File: config.mk
export PLATFORM = sky130hd
export DESIGN_NAME = vc_rd_arbiter
export DESIGN_NICKNAME = d
export VERILOG_FILES = /design/src/rtl/vc_rd_arbiter.sv
export SDC_FILE = /design/constraint.sdc
export NUM_CORES = 1
export LEC_CHECK = 0
export BUFFER_PORTS_ARGS = -buffer_cell sky130_fd_sc_hd__buf_2
export CELL_PAD_IN_SITES_DETAIL_PLACEMENT = 0
export CELL_PAD_IN_SITES_GLOBAL_PLACEMENT = 1
export CORE_ASPECT_RATIO = 0.9
export CORE_MARGIN = 3
export CORE_UTILIZATION = 34
export CTS_BUF_LIST = sky130_fd_sc_hd__clkbuf_2
export CTS_CLUSTER_SIZE = 10
export DETAILED_ROUTE_END_ITERATION = 10
export PLACE_DENSITY = 0.87
export SYNTH_ARGS = -nofsm -noshare
export SYNTH_HDL_FRONTEND = slang
export SYNTH_SLANG_ARGS = --single-unit
File: constraint.sdc
create_clock -name clk -period 2.8 [get_ports clk]
set_clock_uncertainty 0.1 [all_clocks]
set_input_delay 0.28 -clock clk [delete_from_list [all_inputs] [get_ports clk]]
set_output_delay 0.28 -clock clk [all_outputs]
set_load 0.01 [all_outputs]
File: src/rtl/vc_rd_arbiter.sv
// vc_rd_arbiter: pops the VC0/VC1 FIFOs into one registered stream; strict VC0 priority, or VC1 anti-starvation when VC_ARB_FAIRNESS_EN is defined.
// Latency: a pop in cycle N shows on data_out/valid_out in cycle N+2; sustains one word per cycle.
// Backpressure: dest_pause blocks new pops in the same cycle; up to 2 words already in flight still drain.
module vc_rd_arbiter #(
    parameter int BW = 6
`ifdef VC_ARB_FAIRNESS_EN
    ,
    parameter int MAX_BURST = 4
`endif
) (
    input  logic          clk,
    input  logic          reset_L,
    input  logic          VC0_empty,
    input  logic          VC1_empty,
    input  logic [BW-1:0] VC0_data_out,
    input  logic [BW-1:0] VC1_data_out,
    input  logic          dest_pause,
    output logic          VC0_rd,
    output logic          VC1_rd,
    output logic [BW-1:0] data_out,
    output logic          valid_out,
    output logic [1:0]    arb_state
);

    typedef enum logic [1:0] {
        IDLE   = 2'd0,
        ACTIVE = 2'd1,
        PAUSE  = 2'd2
    } state_t;

    state_t r_state;
    state_t w_state_nxt;

    logic w_vc0_ne;
    logic w_vc1_ne;
    logic w_any_ne;
    logic w_gnt0;
    logic w_gnt1;
    logic w_force_vc1;
    logic w_pipe_empty;
    logic r_run;
    logic r_sel;
    logic r_pend;

    assign w_vc0_ne     = ~VC0_empty;
    assign w_vc1_ne     = ~VC1_empty;
    assign w_any_ne     = w_vc0_ne | w_vc1_ne;
    assign w_pipe_empty = ~r_pend & ~valid_out;

    // Pops are held off until the first clock edge after reset release, so rd strobes
    // are low throughout reset and never depend on the raw reset pin combinationally.
    always_ff @(posedge clk or negedge reset_L) begin
        if (!reset_L) r_run <= 1'b0;
        else          r_run <= 1'b1;
    end

`ifdef VC_ARB_FAIRNESS_EN
    logic [3:0] r_burst_cnt;

    // VC1 jumps the queue once VC0 has taken MAX_BURST grants back to back while VC1 waited.
    assign w_force_vc1 = (r_burst_cnt == 4'(MAX_BURST)) && w_vc1_ne;

    // Count consecutive VC0 grants seen by a waiting VC1; frozen while paused.
    always_ff @(posedge clk or negedge reset_L) begin
        if (!reset_L) begin
            r_burst_cnt <= 4'd0;
        end else if (!dest_pause) begin
            if (w_gnt1 || !w_vc1_ne) r_burst_cnt <= 4'd0;
            else if (w_gnt0)          r_burst_cnt <= r_burst_cnt + 4'd1;
        end
    end
`else
    assign w_force_vc1 = 1'b0;
`endif

    // Grant: at most one pop per cycle, never to an empty FIFO, none while paused.
    always_comb begin
        w_gnt0 = 1'b0;
        w_gnt1 = 1'b0;
        if (r_run && !dest_pause) begin
            if (w_force_vc1)   w_gnt1 = 1'b1;
            else if (w_vc0_ne) w_gnt0 = 1'b1;
            else if (w_vc1_ne) w_gnt1 = 1'b1;
        end
    end

    assign VC0_rd = w_gnt0;
    assign VC1_rd = w_gnt1;

    // Stage 1: remember which VC was popped while the FIFO fetches the word.
    always_ff @(posedge clk or negedge reset_L) begin
        if (!reset_L) begin
            r_sel  <= 1'b0;
            r_pend <= 1'b0;
        end else begin
            r_sel  <= w_gnt1;
            r_pend <= w_gnt0 | w_gnt1;
        end
    end

    // Stage 2: capture the fetched word from the selected VC into the output register.
    always_ff @(posedge clk or negedge reset_L) begin
        if (!reset_L) begin
            data_out  <= '0;
            valid_out <= 1'b0;
        end else begin
            valid_out <= r_pend;
            if (r_pend) data_out <= r_sel ? VC1_data_out : VC0_data_out;
        end
    end

    // FSM state register.
    always_ff @(posedge clk or negedge reset_L) begin
        if (!reset_L) r_state <= IDLE;
        else          r_state <= w_state_nxt;
    end

    // FSM next state; pause wins over everything, IDLE only once the pipeline has drained.
    always_comb begin
        w_state_nxt = r_state;
        case (r_state)
            IDLE: begin
                if (dest_pause)    w_state_nxt = PAUSE;
                else if (w_any_ne) w_state_nxt = ACTIVE;
            end
            ACTIVE: begin
                if (dest_pause)                     w_state_nxt = PAUSE;
                else if (!w_any_ne && w_pipe_empty) w_state_nxt = IDLE;
            end
            PAUSE: begin
                if (!dest_pause && w_any_ne)          w_state_nxt = ACTIVE;
                else if (!dest_pause && w_pipe_empty) w_state_nxt = IDLE;
            end
            default: w_state_nxt = IDLE;
        endcase
    end

    assign arb_state = r_state;

endmodule

==> run metrics, run 1 <==
status completed; Synth area leaders dfrtp_1, mux2i_1, a21oi_1; Starting Density 38.31%; Final Non-Filler Cells 87; remaining global-route overflow 0; crit path time final 1482 ps; Avg WL per Cell 11.64 um; area share of fa/ha/maj cells after synthesis 0%; #FFs+latches synth 12; crit path DAT 1100 ps; RSZ-0062 raised after global routing false; Max FO, Critical Path 3; Core Util, Final 50.48%; PwrDens 547.1 nW/um^2; CTS HTree Levels 1; max cap viols 0; fillers 125; vias in the first global route 394; reg2reg end arb_state[0]; Post-Place Cells 82; setup violators final 0; Mapped Avg Cell Area 11.64 sq um; routability cong. 0.7371; synth-to-layout area growth 31.75%; post-route cell area 659.4 sq um; Synth Area in XOR/XNOR 0%; critical path endpoint category output pin; clk sinks 12; Worst Path Required 2420 ps; Cells after Synth 43; FMAX 674.7 MHz; post-synthesis compound-gate area fraction 14.00%; min-delay worst type in -> reg; switching share of power 29.41%; initial antenna violation count 0; # nets final 91; crit share post-route 52.93%; top cell type by total area after synthesis dfrtp_1; WHS Endpoint r_sel; I/O pins 28; port buffer count 27; final hold violation count 0; Placed Area 630.6 sq um; clk buf depth 2; mux cell area share after synthesis 12.00%; Core Region 1306 sq um; Synth top area share 60.00%; Setup TNS 0 ps; largest family of logic cells by synthesized area compound AO/OA/AOI/OAI gates; hold path start VC1_empty; RR Startpoint r_pend; worst hold margin 124.7 ps; Detail Route Antenna Nets 0; total CTS buffers 3; Netlist cell types 14; chip height 42.40 um; critical path startpoint category flip-flop; Worst R2R Path Depth 2; WHS Path Cells 2; DP HPWL 769.6 um; Tot GR Track Use 11.31%; Mapped Area 500.5 sq um; Clock power frac 25.2%; Vias/cell 4.713; register area share after synthesis 60.00%; first drt pass iteration count 3; vias 410; clk slew on worst S/H paths 110 ps; simple-gate share of the synthesized area 8.000%; P_leak 0.3319 nW; Gate power share 17.9%; clock latency on the worst-skew pair 270 ps; first-pass GRT wire length 1628 um; TritonCTS clock tree done; clock root cell clkbuf_2; Ant. Diodes 0; DRC Markers 0; Net Count, Synth 60; Worst VDD drop 0.3224 mV; Setup CP Type reg -> out; die area 1969 sq um; reg2reg setup slack 1650 ps; sw power 0.1061 mW; Yosys warning count 0; share of cells above drive strength 1 41.10%; largest net degree at the start of global routing 16; Initial DRC Count 3; Max Slew Vio Count 0; Routed WL 1013 um; Int Pwr 0.2546 mW; FP Rows 12; Flop pwr share 56.9%; Die W 46.44 um
-- routing by layer --
layer  track usage, %  up-vias  part of all wire [%]
met5                0        -                     0
met4            3.409        0                     0
met3            5.150        0                   6.4
met2            16.48       11                    48
met1            14.75      189                    46
li1                 -      210                     -
-- cell type report --
type	instances	area, sq um	share of cell area [%]
repair buffers	28	145.1	22.01
inverters	1	3.754	0.5693
flip-flops and latches	12	300.3	45.54
well taps	14	17.52	2.657
multi-input cells	28	173.9	26.38
clock inverters	1	3.754	0.5693
clock buffers	3	15.01	2.277
-- placed cells by master, fill, tap and decap left out, drive strengths merged --
| master | n |
|---|---|
| a21o | 1 |
| clkbuf | 3 |
| clkinv | 1 |
| dfrtp | 12 |
| nor2 | 7 |
| a22oi | 1 |
| nand2b | 1 |
| conb | 1 |
| buf | 27 |
| a21oi | 7 |
| nor3b | 1 |
| inv | 1 |
| o21ai | 1 |
| mux2i | 6 |
| o2111ai | 1 |
| dlygate4sd3 | 1 |
| a31oi | 1 |
-- worst max path at each step --
| stage | to | from | slack, ps | depth (start not counted) |
|---|---|---|---|---|
| after floorplan | VC1_rd | dest_pause | 1620 | 2 |
| after global routing | VC1_rd | r_run | 1210 | 3 |
| after detailed placement | VC1_rd | dest_pause | 1440 | 4 |
| after CTS | VC1_rd | r_run | 1310 | 3 |
| after global placement | VC1_rd | dest_pause | 1460 | 4 |
| final | VC1_rd | r_run | 1320 | 3 |
-- timing repair --
action | 4_1_cts | 5_1_grt
hold buffers | 1 | 0
endpoints found under the hold margin | 12 | 0
resized for setup | 0 | 0
setup buffers | 0 | 0
-- logic make-up after synthesis --
kind of cell | Yosys count
DFF | 12
buffers and inverters | 3
muxes | 6
other | 1
AOI/OAI and AO/OA | 12
and+or+nand+nor | 9
-- power groups by stage --
stage	clock network, mW	registers [mW]	logic [mW]
after detailed placement	0	0.209	0.0649
final	0.0910	0.205	0.0644
after floorplan	0	0.214	0.0240
after global placement	0	0.209	0.0634
after CTS	0.0911	0.206	0.0658
after global routing	0.0968	0.209	0.0728
-- sequential cells by signal (all words and copies together), names as in the netlist --
name / count
valid_out: 1
data_out: 6
arb_state: 2
r_sel: 1
r_run: 1
r_pend: 1
-- critical path: stages (launching register included) --
cell	delay [ps]
dfrtp_1	340
nand2b_1	80
nor3b_1	240
buf_2	180
-- synthesized netlist by cell type --
| cell type | instances |
|---|---|
| a21o_1 | 1 |
| a21oi_1 | 7 |
| a22oi_1 | 1 |
| a31oi_1 | 1 |
| buf_6 | 2 |
| conb_1 | 1 |
| dfrtp_1 | 12 |
| inv_1 | 1 |
| mux2i_1 | 6 |
| nand2b_1 | 1 |
| nor2_1 | 7 |
| nor3b_1 | 1 |
| o2111ai_1 | 1 |
| o21ai_0 | 1 |
-- metrics by stage --
stage / setup WS, ps / power [mW]
after floorplan: 1624 / 0.2382
after global placement: 1457 / 0.2724
after detailed placement: 1436 / 0.2736
after CTS: 1307 / 0.3627
after global routing: 1206 / 0.3781
final: 1318 / 0.3608
Power figures use the tool's default switching activity.
==> inputs of run 2 (changes only) <==
Settings changed: CORE_UTILIZATION 34 to 32, PLACE_DENSITY 0.87 to 0.83.
Clock period 2.8 ns to 1.4 ns, I/O delays scaled along.
==> run metrics, run 2 (same netlist as run 1, synthesis figures left out) <==
# nets final 94; Tot GR Track Use 12.99%; Worst Path Required 1450 ps; CP max stage cell dlygate4sd3_1; most common cell after layout, fill and taps aside buf_2; switching share of power 28.56%; FMAX 760.1 MHz; crit path DAT 1370 ps; Worst VDD drop 0.4566 mV; Flop pwr share 57.0%; max reg flops 6; crit share post-route 93.97%; critical path, cell by cell nand2b_1 -> a21oi_1 -> dlygate4sd3_1; DRC Markers 0; chip height 43.52 um; TritonCTS clock tree done; Placed Area 630.6 sq um; P_leak 0.3477 nW; CTS HTree Levels 1; Int Pwr 0.5151 mW; vias 441; first-pass GRT wire length 1800 um; crit path time final 1316 ps; Ant. Diodes 0; critical path endpoint category flip-flop; sw power 0.2059 mW; Core Region 1351 sq um; min-delay worst type in -> reg; RSZ-0062 raised after global routing true; total CTS buffers 3; worst hold margin -9.767 ps; FP Rows 12; commonest non-fill, non-tap cells in the layout buf_2, dfrtp_1, nor2_1, a21oi_1, mux2i_1; failing checks hold timing; Setup CP Type reg -> reg; Gate power share 19.2%; clk slew on worst S/H paths 110 ps; remaining global-route overflow 0; Vias/cell 4.900; Die W 47.69 um; share of cells above drive strength 1 40.79%; Top reg by flops data_out; vias in the first global route 408; synth-to-layout area growth 38.75%; final hold violation count 1; fillers 134; Detail Route Antenna Nets 0; Core Util, Final 51.39%; Starting Density 37.04%; dpl ws 294.6 ps; routability cong. 0.7170; Final WS setup 84.35 ps; PwrDens 1038 nW/um^2; setup violators final 0; CP max stage delay 550 ps; Max Slew Vio Count 0; initial antenna violation count 0; Max FO, Critical Path 3; Initial DRC Count 2; clk buf depth 2; first drt pass iteration count 2; die area 2075 sq um; I/O pins 28; critical path startpoint category flip-flop; DP HPWL 805.6 um; largest net degree at the start of global routing 16; port buffer count 27; max cap viols 0; post-route cell area 694.4 sq um; Clock power frac 23.8%; Routed WL 1086 um; clk sinks 12; status finished with violations; Avg WL per Cell 12.07 um; clock root cell clkbuf_2; clock latency on the worst-skew pair 270 ps
[run 2: layer usage]
layer / GRT usage (%) / wire length [um]
met5: 0 / 0
met2: 19.26 / 563
met1: 14.58 / 436
met4: 9.677 / 30
met3: 4.979 / 56
[run 2: critical path: cells and delay by family, from the launching register on]
| kind | cells | cell delay, ps |
|---|---|---|
| and+or+nand+nor | 1 | 120 |
| AOI/OAI and AO/OA | 1 | 50 |
| DFF | 1 | 380 |
| buffers and inverters | 1 | 550 |
[run 2: final cells by class]
| cell class | instances | area (sq um) | share of cell area [%] |
|---|---|---|---|
| sequential | 12 | 300.3 | 43.24 |
| multi-input combinational | 28 | 178.9 | 25.77 |
| timing repair buffer | 31 | 175.2 | 25.23 |
| tap | 14 | 17.52 | 2.523 |
| clock buffer | 3 | 15.01 | 2.162 |
| clock inverter | 1 | 3.754 | 0.5405 |
| inverter | 1 | 3.754 | 0.5405 |
[run 2: path summary, 6_finish.rpt]
check / start / end / slack, ps / cells past startpoint
setup / recovery: r_run / r_pend / 80 / 3
hold / removal: VC1_empty / r_sel / -10 / 2
setup reg to reg: r_run / r_pend / 80 / 3
hold reg to reg: arb_state[0] / arb_state[1] / 420 / 1
max in group asynchronous: reset_L / data_out[0] / 810 / 2
min in group asynchronous: reset_L / r_run / 170 / 2
[run 2: stage by stage]
stage               std cells  setup TNS, ps  power [mW]  hold slack (ps)
CTS                        89              0      0.7328           -27.30
finish                     90              0      0.7210           -9.767
global placement           82              0      0.5442           -72.62
floorplan                  43              0      0.4764           -255.6
global route               90         -13.30      0.7829           -41.76
detailed placement         82              0      0.5491           -70.10
[run 2: power by group through the flow]
stage | Combinational, mW | Clock (mW) | Sequential, mW
after floorplan | 0.0481 | 0 | 0.428
after global routing | 0.158 | 0.208 | 0.417
after detailed placement | 0.131 | 0 | 0.418
after CTS | 0.138 | 0.183 | 0.412
final | 0.138 | 0.172 | 0.411
after global placement | 0.127 | 0 | 0.417
[run 2: repair_timing]
item | in CTS | in global routing
hold buffers | 3 | 1
buffers inserted | 0 | 0
resized for setup | 0 | 1
hold endpoints to repair | 16 | 2
setup endpoints to repair | 0 | 1
==> inputs of run 3 (changes only) <==
Settings changed: CORE_UTILIZATION 32 to 25, PLACE_DENSITY 0.83 to 0.68.
==> run metrics, run 3 (same netlist as run 1, synthesis figures left out) <==
WHS Path Cells 2; clk sinks 12; fillers 188; crit share post-route 95.24%; switching share of power 29.00%; Setup TNS 0 ps; TritonCTS clock tree done; die area 2576 sq um; Ant. Diodes 0; Die W 53.17 um; PwrDens 1030 nW/um^2; Clock power frac 24.4%; vias in the first global route 389; status finished with violations; Max FO, Critical Path 3; clk slew on worst S/H paths 110 ps; synth-to-layout area growth 40.75%; Detail Route Antenna Nets 0; remaining global-route overflow 0; Setup CP Type reg -> reg; RSZ-0062 raised after global routing false; multi-input logic area 178.9 sq um; initial antenna violation count 0; I/O pins 28; share of cells above drive strength 1 42.11%; critical path startpoint category flip-flop; crit path time final 1333 ps; first drt pass iteration count 3; Tot GR Track Use 9.307%; Gate power share 19.6%; min-delay worst type in -> reg; sw power 0.2105 mW; Worst VDD drop 0.3835 mV; # nets final 94; clock root cell clkbuf_2; CTS HTree Levels 1; clock latency on the worst-skew pair 260 ps; DRC Markers 0; first-pass GRT wire length 1676 um; FMAX 750.0 MHz; Top reg by flops data_out; Core Region 1787 sq um; max cap viols 0; commonest non-fill, non-tap cells in the layout buf_2, dfrtp_1, nor2_1, a21oi_1, mux2i_1; Overall Power 0.7259 mW; total CTS buffers 3; Post-CTS Setup Bufs 0; port buffer count 27; setup violators final 0; Max Slew Vio Count 0; max reg flops 6; Avg WL per Cell 11.87 um; Int Pwr 0.5153 mW; Worst R2R Path Depth 3; DP HPWL 828.6 um; Vias/cell 4.300; vias 430; routability cong. 0.6643; Worst Path Required 1440 ps; Routed WL 1187 um; worst hold margin -14.26 ps; FP Rows 14; Starting Density 28.01%; chip height 48.45 um; P_leak 0.3487 nW; clk buf depth 2; register area 300.3 sq um; crit path DAT 1380 ps; most common cell after layout, fill and taps aside buf_2; largest net degree at the start of global routing 14; Flop pwr share 55.9%; failing checks hold timing; critical path endpoint category flip-flop; final hold violation count 1; Initial DRC Count 2
[run 3: power groups by stage]
stage | combinational, mW | clock [mW] | sequential (mW)
after floorplan | 0.0481 | 0 | 0.428
after global placement | 0.136 | 0 | 0.414
after detailed placement | 0.137 | 0 | 0.413
after CTS | 0.142 | 0.186 | 0.407
after global routing | 0.158 | 0.202 | 0.413
final | 0.143 | 0.177 | 0.406
[run 3: cell type report]
type / instances / area share [%]
well taps: 24 / 4.263
clock buffers: 3 / 2.131
multi-input cells: 28 / 25.40
inverters: 1 / 0.5329
clock inverters: 1 / 0.5329
repair buffers: 31 / 24.51
flip-flops and latches: 12 / 42.63
[run 3: per-layer routing]
layer,GRT usage [%],vias to the layer above,routed length (um)
met4,8.936,0,27
met5,0,-,0
met1,11.67,201,487
met3,1.840,2,63
li1,-,215,-
met2,12.81,12,609
[run 3: final timing paths]
path | startpoint | to | slack (ps)
min reg2reg | arb_state[0] | arb_state[1] | 430
max in group asynchronous | reset_L | r_sel | 810
max | r_run | r_pend | 70
min | VC1_empty | r_sel | -10
min in group asynchronous | reset_L | data_out[0] | 170
max reg2reg | r_run | r_pend | 70
[run 3: critical path, cell delays in order, from the launching register on]
cell,delay [ps]
dfrtp_1,380
nand2b_1,120
a21oi_1,60
dlygate4sd3_1,560
[run 3: what timing repair did]
action	in CTS	in global routing
endpoints found under the setup margin	0	1
hold buffers	2	1
resized for setup	0	1
endpoints found under the hold margin	15	2
[run 3: stage by stage]
| step | worst slack [ps] | instances | cell area [sq um] | utilization, % |
|---|---|---|---|---|
| after floorplan | 403.2 | 43 | 500.5 | - |
| after global placement | 277.4 | 93 | 650.6 | 36.41 |
| after detailed placement | 250.2 | 93 | 650.6 | 36.41 |
| after CTS | 40.17 | 99 | 689.4 | 38.59 |
| after global routing | 16.28 | 100 | 704.4 | 39.43 |
| final | 66.70 | 100 | 704.4 | 39.43 |
